==> src/rtl/nn_pkg.sv <==
// Shared constants and types for the perceptron classifier blocks.
package nn_pkg;
  localparam int unsigned DATA_W    = 8;
  localparam int unsigned N_NEURONS = 4;
  localparam int unsigned IDX_W     = $clog2(N_NEURONS);
  localparam int unsigned CNT_W     = 8;

  typedef enum logic [1:0] {IDLE, SCAN, DONE} state_t;
  typedef logic [IDX_W-1:0] class_idx_t;

  localparam class_idx_t LAST_IDX = class_idx_t'(N_NEURONS - 1);
endpackage

==> src/rtl/nn_sat_counter.sv <==
// Saturating up-counter with synchronous clear; clear takes priority over increment.
module nn_sat_counter #(
  parameter int unsigned W = 8
) (
  input  logic         clk,
  input  logic         reset,
  input  logic         clear,
  input  logic         inc,
  output logic [W-1:0] count
);
  always_ff @(posedge clk) begin
    if (reset || clear) count <= '0;
    else if (inc && (count != '1)) count <= count + 1'b1;
  end
endmodule

==> src/rtl/nn_output_argmax.sv <==
// Sequential argmax over a snapshot of the four neuron outputs, with result
// handshake and per-class saturating win statistics.
module nn_output_argmax #(
  parameter int unsigned DATA_W    = nn_pkg::DATA_W,
  parameter int unsigned N_NEURONS = nn_pkg::N_NEURONS,
  parameter int unsigned MARGIN    = 16
) (
  input  logic                    clk,
  input  logic                    reset,
  input  logic                    start,
  input  logic [DATA_W-1:0]       neuron0_output,
  input  logic [DATA_W-1:0]       neuron1_output,
  input  logic [DATA_W-1:0]       neuron2_output,
  input  logic [DATA_W-1:0]       neuron3_output,
  output logic                    result_valid,
  input  logic                    result_ready,
  output logic [nn_pkg::IDX_W-1:0] class_idx,
  output logic [DATA_W-1:0]       class_value,
  output logic                    tie,
  output logic                    confident,
  output logic                    busy,
  input  logic                    clear_counts,
  input  logic [nn_pkg::IDX_W-1:0] count_sel,
  output logic [nn_pkg::CNT_W-1:0] count_out
);
  import nn_pkg::*;

  state_t            state, state_n;
  logic [DATA_W-1:0] snap [N_NEURONS];
  class_idx_t        scan_idx;
  logic [DATA_W-1:0] best, second, best_n, second_n, cur;
  class_idx_t        best_idx, best_idx_n;
  logic              tie_r, tie_n, conf_n, handshake;
  logic [DATA_W:0]   diff;
  logic [CNT_W-1:0]  counts [N_NEURONS];

  always_ff @(posedge clk) begin
    if (reset) state <= IDLE;
    else       state <= state_n;
  end

  always_comb begin
    state_n    = state;
    cur        = snap[scan_idx];
    best_n     = best;
    second_n   = second;
    best_idx_n = best_idx;
    tie_n      = tie_r;
    handshake  = 1'b0;
    if (scan_idx == '0) begin
      best_n     = cur;
      second_n   = '0;
      best_idx_n = '0;
      tie_n      = 1'b0;
    end else if (cur > best) begin
      second_n   = best;
      best_n     = cur;
      best_idx_n = scan_idx;
      tie_n      = 1'b0;
    end else if (cur == best) begin
      tie_n    = 1'b1;
      second_n = cur;
    end else if (cur > second) begin
      second_n = cur;
    end
    // best >= second always holds, so the widened difference never wraps
    diff   = {1'b0, best_n} - {1'b0, second_n};
    conf_n = !tie_n && (diff >= (DATA_W+1)'(MARGIN));
    case (state)
      IDLE: if (start) state_n = SCAN;
      SCAN: if (scan_idx == LAST_IDX) state_n = DONE;
      DONE: if (result_ready) begin
        state_n   = IDLE;
        handshake = 1'b1;
      end
      default: state_n = IDLE;
    endcase
  end

  always_ff @(posedge clk) begin
    if (reset) begin
      result_valid <= 1'b0;
      busy         <= 1'b0;
      class_idx    <= '0;
      class_value  <= '0;
      tie          <= 1'b0;
      confident    <= 1'b0;
      best         <= '0;
      second       <= '0;
      best_idx     <= '0;
      tie_r        <= 1'b0;
      scan_idx     <= '0;
    end else begin
      result_valid <= (state_n == DONE);
      busy         <= (state_n != IDLE);
      if (state == IDLE && start) begin
        snap[0]  <= neuron0_output;
        snap[1]  <= neuron1_output;
        snap[2]  <= neuron2_output;
        snap[3]  <= neuron3_output;
        best     <= '0;
        second   <= '0;
        best_idx <= '0;
        tie_r    <= 1'b0;
        scan_idx <= '0;
      end else if (state == SCAN) begin
        best     <= best_n;
        second   <= second_n;
        best_idx <= best_idx_n;
        tie_r    <= tie_n;
        scan_idx <= class_idx_t'(scan_idx + 1'b1);
        if (scan_idx == LAST_IDX) begin
          class_idx   <= best_idx_n;
          class_value <= best_n;
          tie         <= tie_n;
          confident   <= conf_n;
        end
      end
    end
  end

  for (genvar i = 0; i < N_NEURONS; i++) begin : g_cnt
    nn_sat_counter #(.W(CNT_W)) u_cnt (
      .clk   (clk),
      .reset (reset),
      .clear (clear_counts),
      .inc   (handshake && (class_idx == class_idx_t'(i))),
      .count (counts[i])
    );
  end

  assign count_out = counts[count_sel];
endmodule

==> config.mk <==
export PLATFORM = sky130hd
export DESIGN_NAME = nn_output_argmax
export DESIGN_NICKNAME = d
export VERILOG_FILES = /design/src/rtl/nn_pkg.sv /design/src/rtl/nn_sat_counter.sv /design/src/rtl/nn_output_argmax.sv
export SDC_FILE = /design/constraint.sdc
export NUM_CORES = 1
export LEC_CHECK = 0
export ABC_AREA = 1
export BUFFER_PORTS_ARGS = -buffer_cell sky130_fd_sc_hd__buf_2
export CAP_MARGIN = 20
export CORE_UTILIZATION = 30
export CTS_CLUSTER_SIZE = 8
export DETAILED_ROUTE_END_ITERATION = 8
export GPL_ROUTABILITY_DRIVEN = 1
export MAX_ROUTING_LAYER = met4
export PLACE_DENSITY = 0.43
export SLEW_MARGIN = 10
export SYNTH_ARGS = -nofsm -noshare
export SYNTH_HDL_FRONTEND = slang
export SYNTH_SLANG_ARGS = --single-unit
==> constraint.sdc <==
create_clock -name clk -period 6.1 [get_ports clk]
set_clock_uncertainty 0.05 [all_clocks]
set_input_delay 0.61 -clock clk [delete_from_list [all_inputs] [get_ports clk]]
set_output_delay 0.61 -clock clk [all_outputs]
set_load 0.05 [all_outputs]
# After elaboration in Yosys (flattened, before gate mapping)
# Memory sizes are Yosys's and may differ from the RTL's. A register that Yosys moved wholly into a read port is not among the register bits.
# Index checks and enable logic that the tools add are counted.
# totals
ram_bits	32
reg_bits	69
output_inout_bits	22
input_bits	39
elab_cells	84
memories	1
# memory_table
name	depth	width	read_ports	rd_clocked_by_memory_dff	wr	line_no	text
snap	4	8	1	1	4	nn_output_argmax.sv:29	logic [DATA_W-1:0] snap [N_NEURONS];
# op_classes
bitwise	2
n_eq_ne	12
muxes	25
add_sub_neg	6
n_lt_le_gt_ge	4
reduce_logical	18
# ops
op	count
8-bit 2-to-1 mux	8
8-bit by 1-bit adder with 8-bit output (second input constant)	4
8-bit inequality test (second input constant)	4
8-bit binary-select mux with 2-bit select	1
8-bit > comparator	2
2-bit 2-to-1 mux	7
2-bit equality test (second input constant)	5
1-bit logical AND	10
9-bit by 5-bit >= comparator with 1-bit output (second input constant)	1
8-bit by 8-bit subtractor with 9-bit output	1
8-bit equality test	1
1-bit 2-to-1 mux	8
2-bit logical NOT	3
2-bit case mux with 3 select lines	1
2-bit by 1-bit equality test with 1-bit output (second input constant)	2
3-bit >= comparator (second input constant)	1
2-bit inverter with 3-bit output	1
3-bit AND reduction	1
2-bit by 1-bit adder with 2-bit output (second input constant)	1
2-bit nonzero test	1
2-bit OR reduction	1
1-bit logical NOT	1
1-bit logical OR	1
1-bit inverter	1

# Depth between registers and ports, before layout
# Gate-level depths: netlist of run 1.
# logic_depth
depth_word	8
ltp_mapped	32
ltp_nobuf	29

# Modules after synthesis
# From an unflattened synthesis of run 1, not the netlist that was laid out.
# hier_totals
hier_cells	794
hier_area_um2	6185.9
# by_module_without_submodules
module	n_inst	cells_each	area_per_inst_um2
nn_output_argmax	1	526	4394.2
nn_sat_counter	4	67	447.9

# Worst setup path before layout of run 1
# Ideal clock, no wire load.
# synth_timing
path_kind	register to register
start	reg with a tool-made name
end	reg confident
arrival_time_ns	3.093
synth_period_minus_slack_ns	3.263
setup_slack_ns	2.837
n_path_buf	3
path_stages_with_launch	26
cell_sequence	dfxtp_1 > buf_6 > clkinv_2 > buf_6 > nand2_1 > a32oi_2 > ha_1 > nand2_1 > nand2_1 > nand2_1 > nand2_1 > nand2_1 > nand2_2 > nand2_4 > nand2_4 > buf_6 > o21ai_2 > inv_1 > ha_1 > fa_1 > o21bai_1 > a21oi_1 > nor2_1 > nand3_1 > nand2_1 > a21oi_1
# synth_rtl
item	line_no	text
end signal: assignment	nn_output_argmax.sv:116	confident <= conf_n;
end: declaration	nn_output_argmax.sv:20	output logic confident,

==> results of run 1 <==
==> through the flow <==
step / area (sq um) / utilization [%] / total power [mW] / std cells
2_1_floorplan: 5720 / - / 0.953 / 721
3_3_place_gp: 6190 / 33.1 / 1.02 / 994
3_5_place_dp: 6190 / 33.1 / 1.02 / 994
4_1_cts: 6490 / 34.7 / 1.61 / 1010
5_1_grt: 6490 / 34.7 / 1.68 / 1010
6_report: 6490 / 34.7 / 1.59 / 1010
==> state kept, by name (all words and copies together) (netlist names), named ones only <==
| register | count |
|---|---|
| confident | 1 |
| result_valid | 1 |
| busy | 1 |
| second | 8 |
| tie_r | 1 |
| snap | 32 |
| g_cnt.u_cnt.count | 32 |
| class_value | 8 |
| scan_idx | 2 |
| best_idx | 2 |
| tie | 1 |
| class_idx | 2 |
| state | 2 |
| best | 8 |
==> area by class of cell <==
type	instances	area (sq um)
Sequential cell	103	2380
Clock buffer	10	250
Multi-Input combinational cell	470	2730
Clock inverter	6	50.0
Timing Repair Buffer	61	308
Inverter	126	482
Fill cell	1948	12200
Tap cell	234	293
==> cells by family after synthesis <==
logic type / share of synthesized area, %
AOI/OAI and AO/OA: 18.3
xor gates and xnor gates: 0.307
adders and majority gates: 6.92
buffers and inverters: 10.6
DFF: 41.7
and+or+nand+nor: 22.1
==> where the power goes <==
part	internal, mW	leakage [nW]	switching [mW]
registers	0.726	0.872	0.00930
logic	0.0878	1.84	0.178
clock network	0.308	0.148	0.276
==> worst paths after layout <==
kind                     startpoint         end  slack (ns)  cells after the start
setup / recovery          flip-flop   confident        1.78                     19
hold / removal    neuron2_output[3]  snap[2][3]        0.38                      1
hold reg to reg           confident   confident        0.42                      2
setup reg to reg          flip-flop   confident        1.78                     19
==> layer usage <==
layer | global-route usage [%] | up-vias | part of all wire (%)
li1 | - | 2482 | -
met1 | 21.8 | 2140 | 53
met2 | 21.9 | 106 | 42
met3 | 3.04 | 14 | 3.8
met4 | 4.40 | 0 | 1.3
met5 | - | - | 0
==> cell usage in the layout (no fill, tap or decap), types with 2 or more instances in the layout <==
cell	count
nand2_1	138
inv_1	120
a21oi_1	81
dfxtp_1	71
buf_2	60
o21ai_0	41
nand3_1	37
nor2_1	33
edfxtp_1	32
ha_1	30
o21ai_1	12
clkbuf_16	10
o21ai_2	9
nand3_2	9
o21bai_1	9
nand2_2	8
a32oi_2	7
nand4_1	7
and2_1	6
nor3_2	6
nor2_2	5
o21a_1	4
nor2_4	4
inv_2	4
o211ai_1	4
inv_8	3
o22ai_1	3
nand2_4	2
clkinv_2	2
nor3_1	2
nor3b_1	2
a211oi_1	2
==> impl_metrics.py, run 1 <==
metrics = {
    "sta": {
        "whs_ns": 0.382,
        "worst-slew-pin-transition_ns": 1.04,
        "final_hold_viol_count": 0,
        "fin_crit_sh_pct": 70.8,
        "rsz0062_at_grt": "false",
        "finalSetupViolations": 0,
        "fin_ws_ns": 1.78,
        "fin_crit_ns": 4.32,
        "max_clock_freq_mhz": 231,
        "drv_slew": 0,
        "slew_headroom_pct": 30.4,
        "tns_ns": 0,
    },
    "critical_path": {
        "slowest_delay_ns": 0.66,
        "path_max_fanout": 21,
        "crit_type": "reg -> reg",
        "critPathRequiredTime_ns": 6.29,
        "crit_chain": "clkinv_2 > nand2_1 > a32oi_2 > ha_1 > nand2_2 > nor2_4 > nand4_2 > nand2_4 > nand2_4 > o21ai_2 > inv_1 > ha_1 > fa_1 > o21bai_1 > a21oi_1 > nor2_1 > nand3_1 > nand2_1 > a21oi_1",
        "setup.worst_path.start_class": "flip-flop",
        "cp.arrival_ns": 4.51,
        "critical-path-top-delay-family": "simple AND/OR/NAND/NOR gates",
        "setup.worst_path.end_class": "flip-flop",
        "crit_slowest_cell": "dfxtp_1",
        "crit_buf_inv": 2,
    },
    "clock_network": {
        "clk_path_buf_depth": 2,
        "post_cts_buffers": 0,
        "h-tree-depth": 3,
        "clk_latency_ns": 0.35,
        "hold_buffers": 0,
        "path_clk_slew_ns": 0.08,
        "cts_buffers": 9,
        "cts_tree": "built",
        "cts_sinks": 103,
        "cts_root_buf": "clkbuf_16",
        "cts_resized": 0,
    },
    "yosys": {
        "synth_async_sr_flop_share_pct": 0,
        "yosys.area.top_type_share_pct": 24.9,
        "synthDistinctLibCells": 44,
        "synth_ff_type": "dfxtp_1",
        "synth_area_sq_mm": 0.00572,
        "synth_fp_nets": 791,
        "synth_area_leaders": "dfxtp_1 (25%), edfxtp_1 (17%), nand2_1 (9.1%), inv_1 (7.9%), a21oi_1 (7.1%)",
        "synth_edf_count": 32,
        "synth.most_common_cell": "nand2_1",
        "syn_area_per_cell_sq_um": 7.93,
        "synth_seq_cells": 103,
        "ys_seq_area_share_pct": 41.7,
        "synth.largest_area_cell": "dfxtp_1",
        "synthTopCellsByCount": "nand2_1 (138), inv_1 (120), a21oi_1 (81)",
        "synthCells": 721,
        "ys.warnings.count": 0,
    },
    "global_route": {
        "grt_pass1_vias": 4508,
        "grt_pass1_wl_um": 23000,
        "antenna_found_initial": 0,
        "grt_start_max_net_pins": 33,
        "grt_use_total_pct": 15.4,
        "grt_overflow": 0,
    },
    "routing": {
        "vias": 4742,
        "drcViolationCount": 0,
        "totalWireLength_um": 13900,
        "ant_nets": 0,
        "wl_per_cell_um": 13.8,
        "first_pass_iters": 5,
        "via_per_inst": 4.70,
        "drt_iter0_drc": 285,
    },
    "die": {
        "die_w_um": 140,
        "die_h_um": 140,
        "rows": 50,
        "coreArea_sq_mm": 0.0187,
        "io_pins": 61,
        "start_util_pct": 30.6,
        "die_area_sq_mm": 0.0196,
    },
    "placed_design": {
        "place_hpwl_um": 10700,
        "pre_cts_slack_ns": 1.77,
        "gp_congestion": 0.815,
        "port_buffers": 60,
    },
    "cells_and_area": {
        "num_antenna_cells": 0,
        "drive_above_1_share_pct": 17.4,
        "layout.nets": 841,
        "area_growth_pct": 13.6,
    },
    "worst_hold_path": {
        "hp-class": "in -> reg",
    },
    "power": {
        "cellLeakagePower_nw": 2.86,
        "p_per_area_mw_per_mm2": 244,
        "ir_drop_uv": 123,
    },
    "flow_run": {
        "maxCapViolCount": 0,
    },
    "status": {
        "status": "completed",
    },
}
Note: power is estimated with default switching activity, not from simulation.
==> run 2, diff against run 1 <==
--- a/config.mk
+++ b/config.mk
@@ -5,7 +5,7 @@
 export SDC_FILE = /design/constraint.sdc
 export NUM_CORES = 1
 export LEC_CHECK = 0
-export ABC_AREA = 1
+export ABC_AREA = 0
 export BUFFER_PORTS_ARGS = -buffer_cell sky130_fd_sc_hd__buf_2
 export CAP_MARGIN = 20
 export CORE_UTILIZATION = 30
@@ -13,7 +13,7 @@
 export DETAILED_ROUTE_END_ITERATION = 8
 export GPL_ROUTABILITY_DRIVEN = 1
 export MAX_ROUTING_LAYER = met4
-export PLACE_DENSITY = 0.43
+export PLACE_DENSITY = 0.45
 export SLEW_MARGIN = 10
 export SYNTH_ARGS = -nofsm -noshare
 export SYNTH_HDL_FRONTEND = slang
==> constraint.sdc (replaced) <==
create_clock -name clk -period 3.95 [get_ports clk]
set_clock_uncertainty 0.05 [all_clocks]
set_input_delay 0.395 -clock clk [delete_from_list [all_inputs] [get_ports clk]]
set_output_delay 0.395 -clock clk [all_outputs]
set_load 0.05 [all_outputs]
==> impl_metrics.py, run 2 <==
metrics = {
    "yosys": {
        "syn_area_per_cell_sq_um": 10.7,
        "synth_async_sr_flop_share_pct": 0,
        "yosys.area.top_type_share_pct": 27.0,
        "ys_seq_area_share_pct": 45.3,
        "synthTopCellsByCount": "dfxtp_1 (71), nor2_1 (66), edfxtp_1 (32)",
        "synth_ff_type": "dfxtp_1",
        "synth_seq_cells": 103,
        "synth_edf_count": 32,
        "synthDistinctLibCells": 54,
        "synth_area_sq_mm": 0.00526,
        "ys.warnings.count": 0,
        "synth.most_common_cell": "dfxtp_1",
        "synth_fp_nets": 563,
        "synth_area_leaders": "dfxtp_1 (27%), edfxtp_1 (18%), ha_1 (7.1%), mux4_2 (6.9%), nor2_1 (4.7%)",
        "synthCells": 493,
        "synth.largest_area_cell": "dfxtp_1",
    },
    "routing": {
        "totalWireLength_um": 12600,
        "drt_iter0_drc": 243,
        "wl_per_cell_um": 15.0,
        "vias": 4056,
        "drcViolationCount": 0,
        "first_pass_iters": 4,
        "via_per_inst": 4.85,
        "ant_nets": 0,
    },
    "cells_and_area": {
        "final_cells": 836,
        "mostFrequentLayoutCells": "dfxtp_1 (70), nor2_1 (65), buf_4 (61)",
        "layout.nets": 676,
        "final_area_sq_mm": 0.00668,
        "final_common_cell": "dfxtp_1",
        "top_regs": "g_cnt.u_cnt.count (32), snap (32)",
        "drive_above_1_share_pct": 32.6,
        "area_growth_pct": 27.2,
        "num_antenna_cells": 0,
        "final_util_pct": 38.9,
    },
    "placed_design": {
        "gp_congestion": 0.776,
        "port_buffers": 60,
        "place_hpwl_um": 9610,
        "place_inst": 814,
        "placed_area_sq_mm": 0.00626,
    },
    "worst_hold_path": {
        "hp-class": "in -> reg",
    },
    "clock_network": {
        "clk_path_buf_depth": 2,
        "cts_buffers": 9,
        "h-tree-depth": 3,
        "cts_tree": "built",
        "hold_buffers": 0,
        "path_clk_slew_ns": 0.07,
        "cts_sinks": 103,
        "cts_root_buf": "clkbuf_16",
        "clk_latency_ns": 0.35,
    },
    "sta": {
        "rsz0062_at_grt": "true",
        "worst-slew-pin-transition_ns": 0.603,
        "finalSetupViolations": 1,
        "slew_headroom_pct": 59.8,
        "final_hold_viol_count": 0,
        "fin_ws_ns": -0.189,
        "max_clock_freq_mhz": 242,
        "fin_crit_sh_pct": 105,
        "drv_slew": 0,
        "whs_ns": 0.168,
        "fin_crit_ns": 4.14,
    },
    "critical_path": {
        "setup.worst_path.start_class": "flip-flop",
        "path_max_fanout": 6,
        "crit_type": "reg -> reg",
        "cp.arrival_ns": 4.37,
        "critPathRequiredTime_ns": 4.18,
        "setup.worst_path.end_class": "flip-flop",
    },
    "global_route": {
        "grt_start_max_net_pins": 33,
        "grt_overflow": 0,
        "grt_pass1_wl_um": 20900,
        "grt_pass1_vias": 4116,
        "antenna_found_initial": 0,
        "grt_use_total_pct": 15.3,
    },
    "power": {
        "cellLeakagePower_nw": 2.59,
        "p_per_area_mw_per_mm2": 366,
        "ir_drop_uv": 212,
    },
    "status": {
        "violations": "negative setup slack",
        "status": "finished, violations left",
    },
    "die": {
        "die_w_um": 134,
        "coreArea_sq_mm": 0.0172,
        "io_pins": 61,
        "die_h_um": 134,
        "die_area_sq_mm": 0.0181,
        "start_util_pct": 30.6,
        "rows": 48,
    },
    "flow_run": {
        "maxCapViolCount": 0,
    },
}
[run 2: path summary, 6_finish.rpt]
check	startpoint	to	slack, ns	cells after the start
min	neuron0_output[1]	snap[0][1]	0.17	1
min reg2reg	tie	tie	0.40	2
max reg2reg	flip-flop	confident	-0.19	17
max	flip-flop	confident	-0.19	17
[run 2: worst max-delay path, stage by stage (launching register included)]
cell      delay [ns]
dfxtp_4         0.37
buf_12          0.12
mux4_2          0.56
ha_4            0.24
a211o_1         0.25
o211ai_1        0.12
nand4_1         0.19
a21oi_4         0.27
mux2i_2         0.28
o21ai_1         0.10
ha_2            0.20
fa_2            0.33
nand2b_4        0.16
a21oi_4         0.18
a21o_1          0.16
a21oi_2         0.06
mux2_2          0.27
a41oi_2         0.15
[run 2: report_power, final]
part	internal (mW)	total (mW)	switching [mW]	leakage (nW)
Combinational	0.190	0.369	0.179	1.55
Sequential	1.11	1.13	0.0128	0.871
Clock	0.550	0.949	0.399	0.161
Total	1.85	2.44	0.590	2.59
[run 2: cell families (layout without fill, tap and decap cells)]
logic type               Yosys count  count (layout)  share of synthesized area, %
multiplexers                      47              47                          12.9
adder cells (fa/ha/maj)           31              31                          7.52
XOR/XNOR                          22              22                          3.67
AO/OA/AOI/OAI                     97              97                          13.2
flip-flops                       103             103                          45.3
AND/OR/NAND/NOR                  151             151                          14.0
buffers and inverters             42             160                          3.36
[run 2: final cells by class]
type | instances | area (sq um)
flip-flops and latches | 103 | 2390
inverters | 21 | 78.8
clock inverters | 4 | 48.8
well taps | 225 | 282
multi-input cells | 348 | 2830
clock buffers | 12 | 269
fillers | 1735 | 10500
repair buffers | 123 | 790
[run 2: metrics by stage]
step	setup slack [ns]	TNS, ns	power [mW]
5_1_grt	-0.394	-0.394	2.55
3_5_place_dp	-0.272	-0.272	1.50
3_3_place_gp	-0.199	-0.199	1.49
6_report	-0.189	-0.189	2.44
4_1_cts	-0.187	-0.187	2.48
2_1_floorplan	-0.0716	-0.0716	1.36
[run 2: metal layers]
metal / global-route usage (%) / share of wire (%) / up-vias
met2: 23.8 / 47 / 54
li1: - / - / 2031
met4: 6.18 / 1.8 / 0
met3: 2.08 / 2.2 / 14
met5: - / 0 / -
met1: 20.1 / 49 / 1957
[run 2: what timing repair did]
item                                    CTS  global route
setup buffers                             6             0
resized for setup                        13             1
endpoints found under the setup margin    1             1
pin swaps                                 9             0
==> run 3, diff against run 2 <==
--- a/config.mk
+++ b/config.mk
@@ -14,6 +14,7 @@
 export GPL_ROUTABILITY_DRIVEN = 1
 export MAX_ROUTING_LAYER = met4
 export PLACE_DENSITY = 0.45
+export SETUP_SLACK_MARGIN = 0.4
 export SLEW_MARGIN = 10
 export SYNTH_ARGS = -nofsm -noshare
 export SYNTH_HDL_FRONTEND = slang
==> impl_metrics.py, run 3 (synthesis gave the netlist of run 2 again) <==
metrics = {
    "cells_and_area": {
        "fillers": 1731,
        "drive_above_1_share_pct": 32.6,
        "layout.nets": 672,
        "mostFrequentLayoutCells": "dfxtp_1 (70), nor2_1 (64), buf_2 (60)",
        "top_regs": "g_cnt.u_cnt.count (32), snap (32)",
        "num_antenna_cells": 0,
        "final_cells": 832,
        "area_growth_pct": 27.3,
        "final_common_cell": "dfxtp_1",
    },
    "clock_network": {
        "cts_tree": "built",
        "clk_latency_ns": 0.35,
        "cts_buffers": 9,
        "clk_path_buf_depth": 2,
        "h-tree-depth": 3,
        "path_clk_slew_ns": 0.07,
        "cts_sinks": 103,
        "hold_buffers": 0,
        "cts_root_buf": "clkbuf_16",
    },
    "worst_hold_path": {
        "hp-class": "in -> reg",
        "hold_start": "neuron2_output[4]",
    },
    "critical_path": {
        "crit_top_cell": "a21oi_4",
        "crit_chain": "buf_12 > mux4_2 > ha_4 > a211o_1 > o211ai_1 > nand4_1 > a21oi_4 > mux2i_2 > o21ai_1 > ha_2 > fa_2 > nand2b_4 > a21oi_4 > a21o_1 > a21oi_2 > mux2_2 > a41oi_2",
        "cp.arrival_ns": 4.34,
        "setup.worst_path.start_class": "flip-flop",
        "critPathRequiredTime_ns": 4.18,
        "path_max_fanout": 6,
        "crit_slowest_cell": "mux4_2",
        "slowest_delay_ns": 0.54,
        "crit_type": "reg -> reg",
        "setup.worst_path.end_class": "flip-flop",
        "crit_buf_inv": 1,
        "critical-path-top-delay-family": "compound AO/OA/AOI/OAI gates",
    },
    "status": {
        "status": "finished, violations left",
        "violations": "negative setup slack",
    },
    "sta": {
        "final_hold_viol_count": 0,
        "fin_crit_ns": 4.10,
        "slew_headroom_pct": 58.3,
        "max_clock_freq_mhz": 244,
        "drv_slew": 0,
        "worst-slew-pin-transition_ns": 0.626,
        "fin_crit_sh_pct": 104,
        "fin_ws_ns": -0.153,
        "rsz0062_at_grt": "true",
        "finalSetupViolations": 1,
    },
    "power": {
        "ir_drop_uv": 197,
        "cellLeakagePower_nw": 2.56,
        "power_mw": 2.43,
        "p_per_area_mw_per_mm2": 364,
    },
    "die": {
        "die_w_um": 134,
        "rows": 48,
        "die_h_um": 134,
        "die_area_sq_mm": 0.0181,
        "coreArea_sq_mm": 0.0172,
        "start_util_pct": 30.6,
        "io_pins": 61,
    },
    "global_route": {
        "grt_pass1_wl_um": 20800,
        "grt_start_max_net_pins": 33,
        "grt_pass1_vias": 4001,
        "antenna_found_initial": 0,
        "grt_use_total_pct": 15.4,
        "grt_overflow": 0,
    },
    "routing": {
        "first_pass_iters": 4,
        "drcViolationCount": 0,
        "drt_iter0_drc": 190,
        "via_per_inst": 4.88,
        "totalWireLength_um": 12700,
        "wl_per_cell_um": 15.3,
        "ant_nets": 0,
        "vias": 4062,
    },
    "placed_design": {
        "place_inst": 811,
        "port_buffers": 60,
        "place_hpwl_um": 9750,
        "gp_congestion": 0.770,
    },
    "flow_run": {
        "maxCapViolCount": 0,
    },
}
## run 3: cell count changes in the layout (fill, tap and decap cells not counted), moves of 2 or more
| cell | change |
|---|---|
| buf_4 | -5 |
| ha_1 | -5 |
| ha_2 | +3 |
| clkinv_4 | +3 |
| ha_4 | +2 |
| mux2i_2 | -4 |
| mux2i_1 | +4 |
| clkinv_2 | -2 |
## run 3: repair_timing
item	in CTS	in global routing
setup endpoints to repair	1	1
gates resized for setup	17	1
pin swaps	12	0
buffers inserted	5	0
## run 3: metrics by stage
step / cell area, sq um / setup TNS [ns] / setup WS, ns / hold slack (ns) / utilization (%)
2_1_floorplan: 5340 / -0.0716 / -0.0716 / 0.404 / -
3_5_place_dp: 6240 / -0.285 / -0.285 / 0.403 / 36.3
6_report: 6690 / -0.153 / -0.153 / 0.161 / 39.0
3_3_place_gp: 6240 / -0.193 / -0.193 / 0.404 / 36.3
4_1_cts: 6690 / -0.155 / -0.155 / 0.149 / 38.9
5_1_grt: 6690 / -0.397 / -0.397 / 0.144 / 39.0
## run 3: worst reg2reg max path: stages (launching register included)
cell and delay, ns:
dfxtp_4 0.38, buf_12 0.13, mux4_2 0.55, ha_4 0.24
a211o_1 0.25, o211ai_1 0.14, nand4_1 0.19, a21oi_4 0.27
mux2i_2 0.27, o21ai_1 0.09, ha_2 0.20, fa_2 0.33
nand2b_4 0.15, a21oi_4 0.16, a21o_1 0.16, a21oi_2 0.06
mux2_2 0.28, a41oi_2 0.15
## run 3: per-layer routing
metal,track usage [%],share of wire [%],wire length [um]
met2,23.9,47,5990
met1,20.2,49,6260
met3,2.99,2.5,319
met5,-,0,0
met4,4.87,1.4,180
## run 3: area by class of cell
type	instances	area (sq um)	share of cell area [%]
clock inverter	5	45.0	0.673
multi-input combinational	348	2860	42.8
sequential	103	2390	35.7
inverter	21	78.8	1.18
tap	225	282	4.21
clock buffer	11	275	4.11
timing repair buffer	119	763	11.4
## run 3: power breakdown
group | switching [mW] | internal, mW | total, mW
Combinational | 0.183 | 0.187 | 0.370
Clock | 0.425 | 0.512 | 0.937
Sequential | 0.0132 | 1.11 | 1.13
Total | 0.620 | 1.81 | 2.43
## run 3: final timing paths
check	endpoint	slack, ns	cells past startpoint
worst max-delay path	confident	-0.15	17
worst max register to register	confident	-0.15	17
worst min register to register	tie	0.41	2
worst min-delay path	snap[2][4]	0.16	1
